===== src/rtl/alu_sequencer.sv =====
// ALU request sequencer: decodes one op, issues it to the external ALU for a cycle, and returns the result.
// Latency: result valid after accept+1 edge (legal) or accept edge (illegal); output held until OutReady.
module alu_sequencer #(
  parameter int WIDTH = 32,
  parameter int CNT_W = 16
) (
  input  logic             clk,
  input  logic             rst_n,
  input  logic             InValid,
  output logic             InReady,
  input  logic [1:0]       CtrlOp,
  input  logic [5:0]       Funct,
  input  logic [WIDTH-1:0] InA,
  input  logic [WIDTH-1:0] InB,
  output logic [2:0]       AluOp,
  output logic [WIDTH-1:0] AluA,
  output logic [WIDTH-1:0] AluB,
  input  logic [WIDTH-1:0] AluRes,
  output logic             OutValid,
  input  logic             OutReady,
  output logic [WIDTH-1:0] Result,
  output logic             Zero,
  output logic             Error,
  output logic [CNT_W-1:0] OpCount
);

  typedef enum logic [1:0] {
    S_IDLE  = 2'd0,
    S_ISSUE = 2'd1,
    S_DONE  = 2'd2
  } state_t;

  state_t           r_state;
  state_t           w_state_nxt;
  logic             r_started;
  logic [2:0]       r_alu_op;
  logic [WIDTH-1:0] r_alu_a;
  logic [WIDTH-1:0] r_alu_b;
  logic [WIDTH-1:0] r_result;
  logic             r_zero;
  logic             r_error;
  logic [CNT_W-1:0] r_count;

  logic [2:0]       w_dec_op;
  logic             w_dec_legal;
  logic             w_accept;
  logic             w_out_hs;

  always_comb begin
    w_dec_op    = 3'b010;
    w_dec_legal = 1'b1;
    case (CtrlOp)
      2'b00: w_dec_op = 3'b010;
      2'b01: w_dec_op = 3'b110;
      2'b10: begin
        case (Funct)
          6'h20:   w_dec_op = 3'b010;
          6'h22:   w_dec_op = 3'b110;
          6'h24:   w_dec_op = 3'b000;
          6'h25:   w_dec_op = 3'b001;
          6'h2A:   w_dec_op = 3'b111;
          default: w_dec_legal = 1'b0;
        endcase
      end
      default: w_dec_legal = 1'b0;
    endcase
  end

  // Ready is suppressed for the first edge after reset release.
  assign InReady  = r_started && (r_state == S_IDLE);
  assign OutValid = (r_state == S_DONE);
  assign w_accept = InValid && InReady;
  assign w_out_hs = OutValid && OutReady;

  always_comb begin
    w_state_nxt = r_state;
    case (r_state)
      S_IDLE:  if (w_accept) w_state_nxt = w_dec_legal ? S_ISSUE : S_DONE;
      S_ISSUE: w_state_nxt = S_DONE;
      S_DONE:  if (OutReady) w_state_nxt = S_IDLE;
      default: w_state_nxt = S_IDLE;
    endcase
  end

  always_ff @(posedge clk or negedge rst_n) begin
    if (!rst_n) begin
      r_state   <= S_IDLE;
      r_started <= 1'b0;
    end else begin
      r_state   <= w_state_nxt;
      r_started <= 1'b1;
    end
  end

  always_ff @(posedge clk or negedge rst_n) begin
    if (!rst_n) begin
      r_alu_op <= 3'b010;
      r_alu_a  <= '0;
      r_alu_b  <= '0;
      r_result <= '0;
      r_zero   <= 1'b0;
      r_error  <= 1'b0;
      r_count  <= '0;
    end else begin
      if (w_accept) begin
        if (w_dec_legal) begin
          r_alu_op <= w_dec_op;
          r_alu_a  <= InA;
          r_alu_b  <= InB;
        end else begin
          r_result <= '0;
          r_zero   <= 1'b0;
          r_error  <= 1'b1;
        end
      end
      if (r_state == S_ISSUE) begin
        r_result <= AluRes;
        r_zero   <= (AluRes == '0);
        r_error  <= 1'b0;
      end
      if (w_out_hs && !r_error) begin
        r_count <= r_count + {{(CNT_W-1){1'b0}}, 1'b1};
      end
    end
  end

  assign AluOp   = r_alu_op;
  assign AluA    = r_alu_a;
  assign AluB    = r_alu_b;
  assign Result  = r_result;
  assign Zero    = r_zero;
  assign Error   = r_error;
  assign OpCount = r_count;

endmodule


===== config.mk =====
export PLATFORM = sky130hd
export DESIGN_NAME = alu_sequencer
export DESIGN_NICKNAME = d
export VERILOG_FILES = /design/src/rtl/alu_sequencer.sv
export SDC_FILE = /design/constraint.sdc
export NUM_CORES = 1
export LEC_CHECK = 0
export BUFFER_PORTS_ARGS = -buffer_cell sky130_fd_sc_hd__clkbuf_2
export CORE_ASPECT_RATIO = 1.5
export CORE_UTILIZATION = 42
export DETAILED_ROUTE_END_ITERATION = 8
export MAX_ROUTING_LAYER = met4
export PLACE_DENSITY = 0.79
export REMOVE_ABC_BUFFERS = 1
export SYNTH_ARGS = -nofsm -noshare
export SYNTH_HDL_FRONTEND = slang
export SYNTH_SLANG_ARGS = --single-unit

===== constraint.sdc =====
create_clock -name clk -period 1.9 [get_ports clk]
set_clock_uncertainty 0.15 [all_clocks]
set_input_delay 0.095 -clock clk [delete_from_list [all_inputs] [get_ports clk]]
set_output_delay 0.095 -clock clk [all_outputs]
set_load 0.01 [all_outputs]

==> results_dict.tcl <==
set metrics [dict create \
    cts_tree "built" \
    synth_xor_area_share_pct 2.72 \
    crit_family "simple AND/OR/NAND/NOR gates" \
    setup_viol 0 \
    yosysTopAreaCell "dfrtp_1" \
    startpoint_type "flip-flop" \
    syn_avg_cell_area_um2 14.8 \
    start_util_pct 43.5 \
    p_per_area_nw_per_um2 1170 \
    synth_compound_area_share_pct 7.24 \
    avgViaCountPerCell 4.96 \
    grt-ovfl-total 0 \
    place.detailed.hpwl_mm 8.33 \
    grt_pass1_vias 4443 \
    outcome "finished, final reports clean" \
    insertedDiodeCount 0 \
    drive_above_1_share_pct 51.2 \
    synth_adder_area_share_pct 1.29 \
    cts_sinks 120 \
    fp.dieArea_um2 12000 \
    cp_max_fo 5 \
    track_usage_pct 24.0 \
    fin_nets 782 \
    numPortBuffers 226 \
    ys_ff_latch 120 \
    ys_seq_area_share_pct 62.1 \
    hold_class "primary input to flip-flop" \
    fmax_mhz 546 \
    antenna_found_initial 0 \
    peakVddDrop_uv 967 \
    grt_pass1_wl_mm 20.9 \
    rows 47 \
    crit_type "flip-flop to flip-flop" \
    cap_violations 0 \
    final_cell_area_um2 7830 \
    r2r_slack_ns 0.07 \
    drc 0 \
    setup_ws_ns 0.0679 \
    grt_max_degree 121 \
    drtIter0Drc 92 \
    die_x_um 89.6 \
    crit_chain "nor4bb_1 -> buf_4 -> buf_4 -> nand4_1 -> nor3_1 -> xor2_1" \
    syn_to_final_growth_pct 61.7 \
    root_buffer "clkbuf_16" \
    max_slew_margin_pct 59.5 \
    fin_crit_ns 1.83 \
    wire_per_inst_um 16.5 \
    synth_simple_gate_area_share_pct 6.39 \
    clk_path_buf_depth 2 \
    path_buf_inv 2 \
    slowest_delay_ns 0.41 \
    totalWireLength_mm 13.7 \
    clkLatencyLatePin_ns 0.40 \
    layout_commonest_cell "clkbuf_2" \
    yosysWarningCount 0 \
    synthTopCellsByArea "dfrtp_1, mux2_2, mux2_4" \
    post_dp_cell_area_um2 6220 \
    htree_levels 4 \
    vias 4113 \
    cts_made_buffers 17 \
    netlist.area_leader.share_pct 61.5 \
    tightestPinTransition_ns 0.608 \
    syn_inst 328 \
    slew_viol_final 0 \
    cts.reportedPaths.clkPinSlew_ns 0.05 \
    pre_cts_ws_ns -0.0460 \
    leakagePower_nw 4.06 \
    die_h_um 133 \
    drtAntennaViolNets 0 \
    core_area_um2 11100 \
    arrival_ns 2.00 \
    end_kind "flip-flop" \
    synth_top_family_by_area "multiplexers" \
    yosysUniqueCellTypes 36 \
    synth_mux_area_share_pct 17.5 \
    cp_slowest_cell "dfrtp_1" \
    synth_area_um2 4840 \
    finalHoldViolCount 0 \
    period_share_pct 96.4 \
    routabilityCongestion 0.833 \
    required_ns 2.06 \
    drtPass1Iterations 4 \
    cpMostUsedCell "buf_4" \
    most-common-layout-cells "clkbuf_2, dfrtp_1, dlygate4sd3_1, mux2_2, a22o_1" \
    io_pins 227 \
]
[synth_stat cells]
cell	number
a21o_1	1
a21oi_1	2
a22o_1	32
a31oi_1	2
a41oi_2	1
and2_1	1
and3_1	1
and3b_1	1
and4_1	2
buf_2	8
buf_6	4
clkbuf_1	4
conb_1	1
dfrtp_1	119
dfstp_2	1
ha_1	5
inv_1	8
mux2_2	49
mux2_4	19
mux2i_1	1
nand2_1	7
nand2b_1	4
nand3_1	6
nand4_1	6
nor2_1	5
nor2b_1	2
nor3_1	5
nor3b_2	1
nor4_1	9
nor4bb_1	2
o21ai_0	1
o21ba_2	1
o41ai_1	1
or3_1	1
xnor2_1	8
xor2_1	7
[registers in the layout, summed over array words and instances, names as in the netlist]
name and flops:
AluOp 3, Error 1, Result 32, AluB 32, r_state 2, Zero 1, r_started 1, OpCount 16
AluA 32
[where the power goes]
part	internal, mW	total (mW)	switching (mW)	leakage (nW)
Sequential	3.25	3.69	0.449	1.51
Clock	1.97	3.12	1.15	0.286
Combinational	1.30	2.37	1.07	2.26
[timing repair]
action                     in CTS  in global routing
resized for setup               0                  2
setup endpoints to repair       0                 10
setup buffers                   0                  4
hold buffers                   98                  0
hold endpoints to repair      217                  0
[worst reg2reg max path, cell delays in order, from the launching register on]
cell and delay [ns]:
dfrtp_1 0.41, nor4bb_1 0.29, buf_4 0.20, buf_4 0.12
nand4_1 0.16, nor3_1 0.24, xor2_1 0.18
[area by class of cell]
cell class | instances | area [um^2]
multi-input combinational | 184 | 1720
timing repair buffer | 338 | 2290
clock inverter | 14 | 151
fill | 711 | 3290
inverter | 8 | 30.0
tap | 147 | 184
clock buffer | 18 | 439
sequential | 120 | 3000
[cell families after synthesis]
kind of cell / count (synthesis)
AOI/OAI and AO/OA: 41
xor gates and xnor gates: 15
adders and majority gates: 5
buffers and inverters: 24
DFF: 120
muxes: 69
other: 1
and+or+nand+nor: 53
[final timing paths]
| check | depth (start not counted) | end | startpoint |
|---|---|---|---|
| min in group asynchronous | 3 | OpCount[11]$_DFFE_PN0P_ | rst_n |
| max reg2reg | 6 | OpCount[9]$_DFFE_PN0P_ | r_state[0]$_DFFE_PN0P_ |
| min | 4 | Error$_DFFE_PN0P_ | InValid |
| min reg2reg | 1 | OpCount[15]$_DFFE_PN0P_ | OpCount[15]$_DFFE_PN0P_ |
| max in group asynchronous | 3 | AluB[16]$_DFFE_PN0P_ | rst_n |
| max | 6 | OpCount[9]$_DFFE_PN0P_ | r_state[0]$_DFFE_PN0P_ |
[per-stage QoR]
stage / std cells / setup TNS [ns] / power [mW] / hold slack, ns / util (%)
global placement: 695 / 0 / 5.78 / 0.0783 / 56.0
CTS: 825 / 0 / 9.22 / 0.0359 / 70.1
finish: 829 / 0 / 9.19 / 0.0341 / 70.4
global route: 829 / -0.00995 / 9.62 / 0.0404 / 70.4
detailed placement: 695 / -1.02 / 5.89 / 0.0829 / 56.0
floorplan: 312 / -139.08 / 4.76 / -0.351 / -
[layer usage]
layer,global-route usage (%),vias to the layer above,wire length [um]
li1,-,1866,-
met1,24.4,2044,5100
met2,42.8,172,7400
met3,4.96,31,765
met4,11.1,0,405
met5,-,-,0
Power figures use the tool's default switching activity.
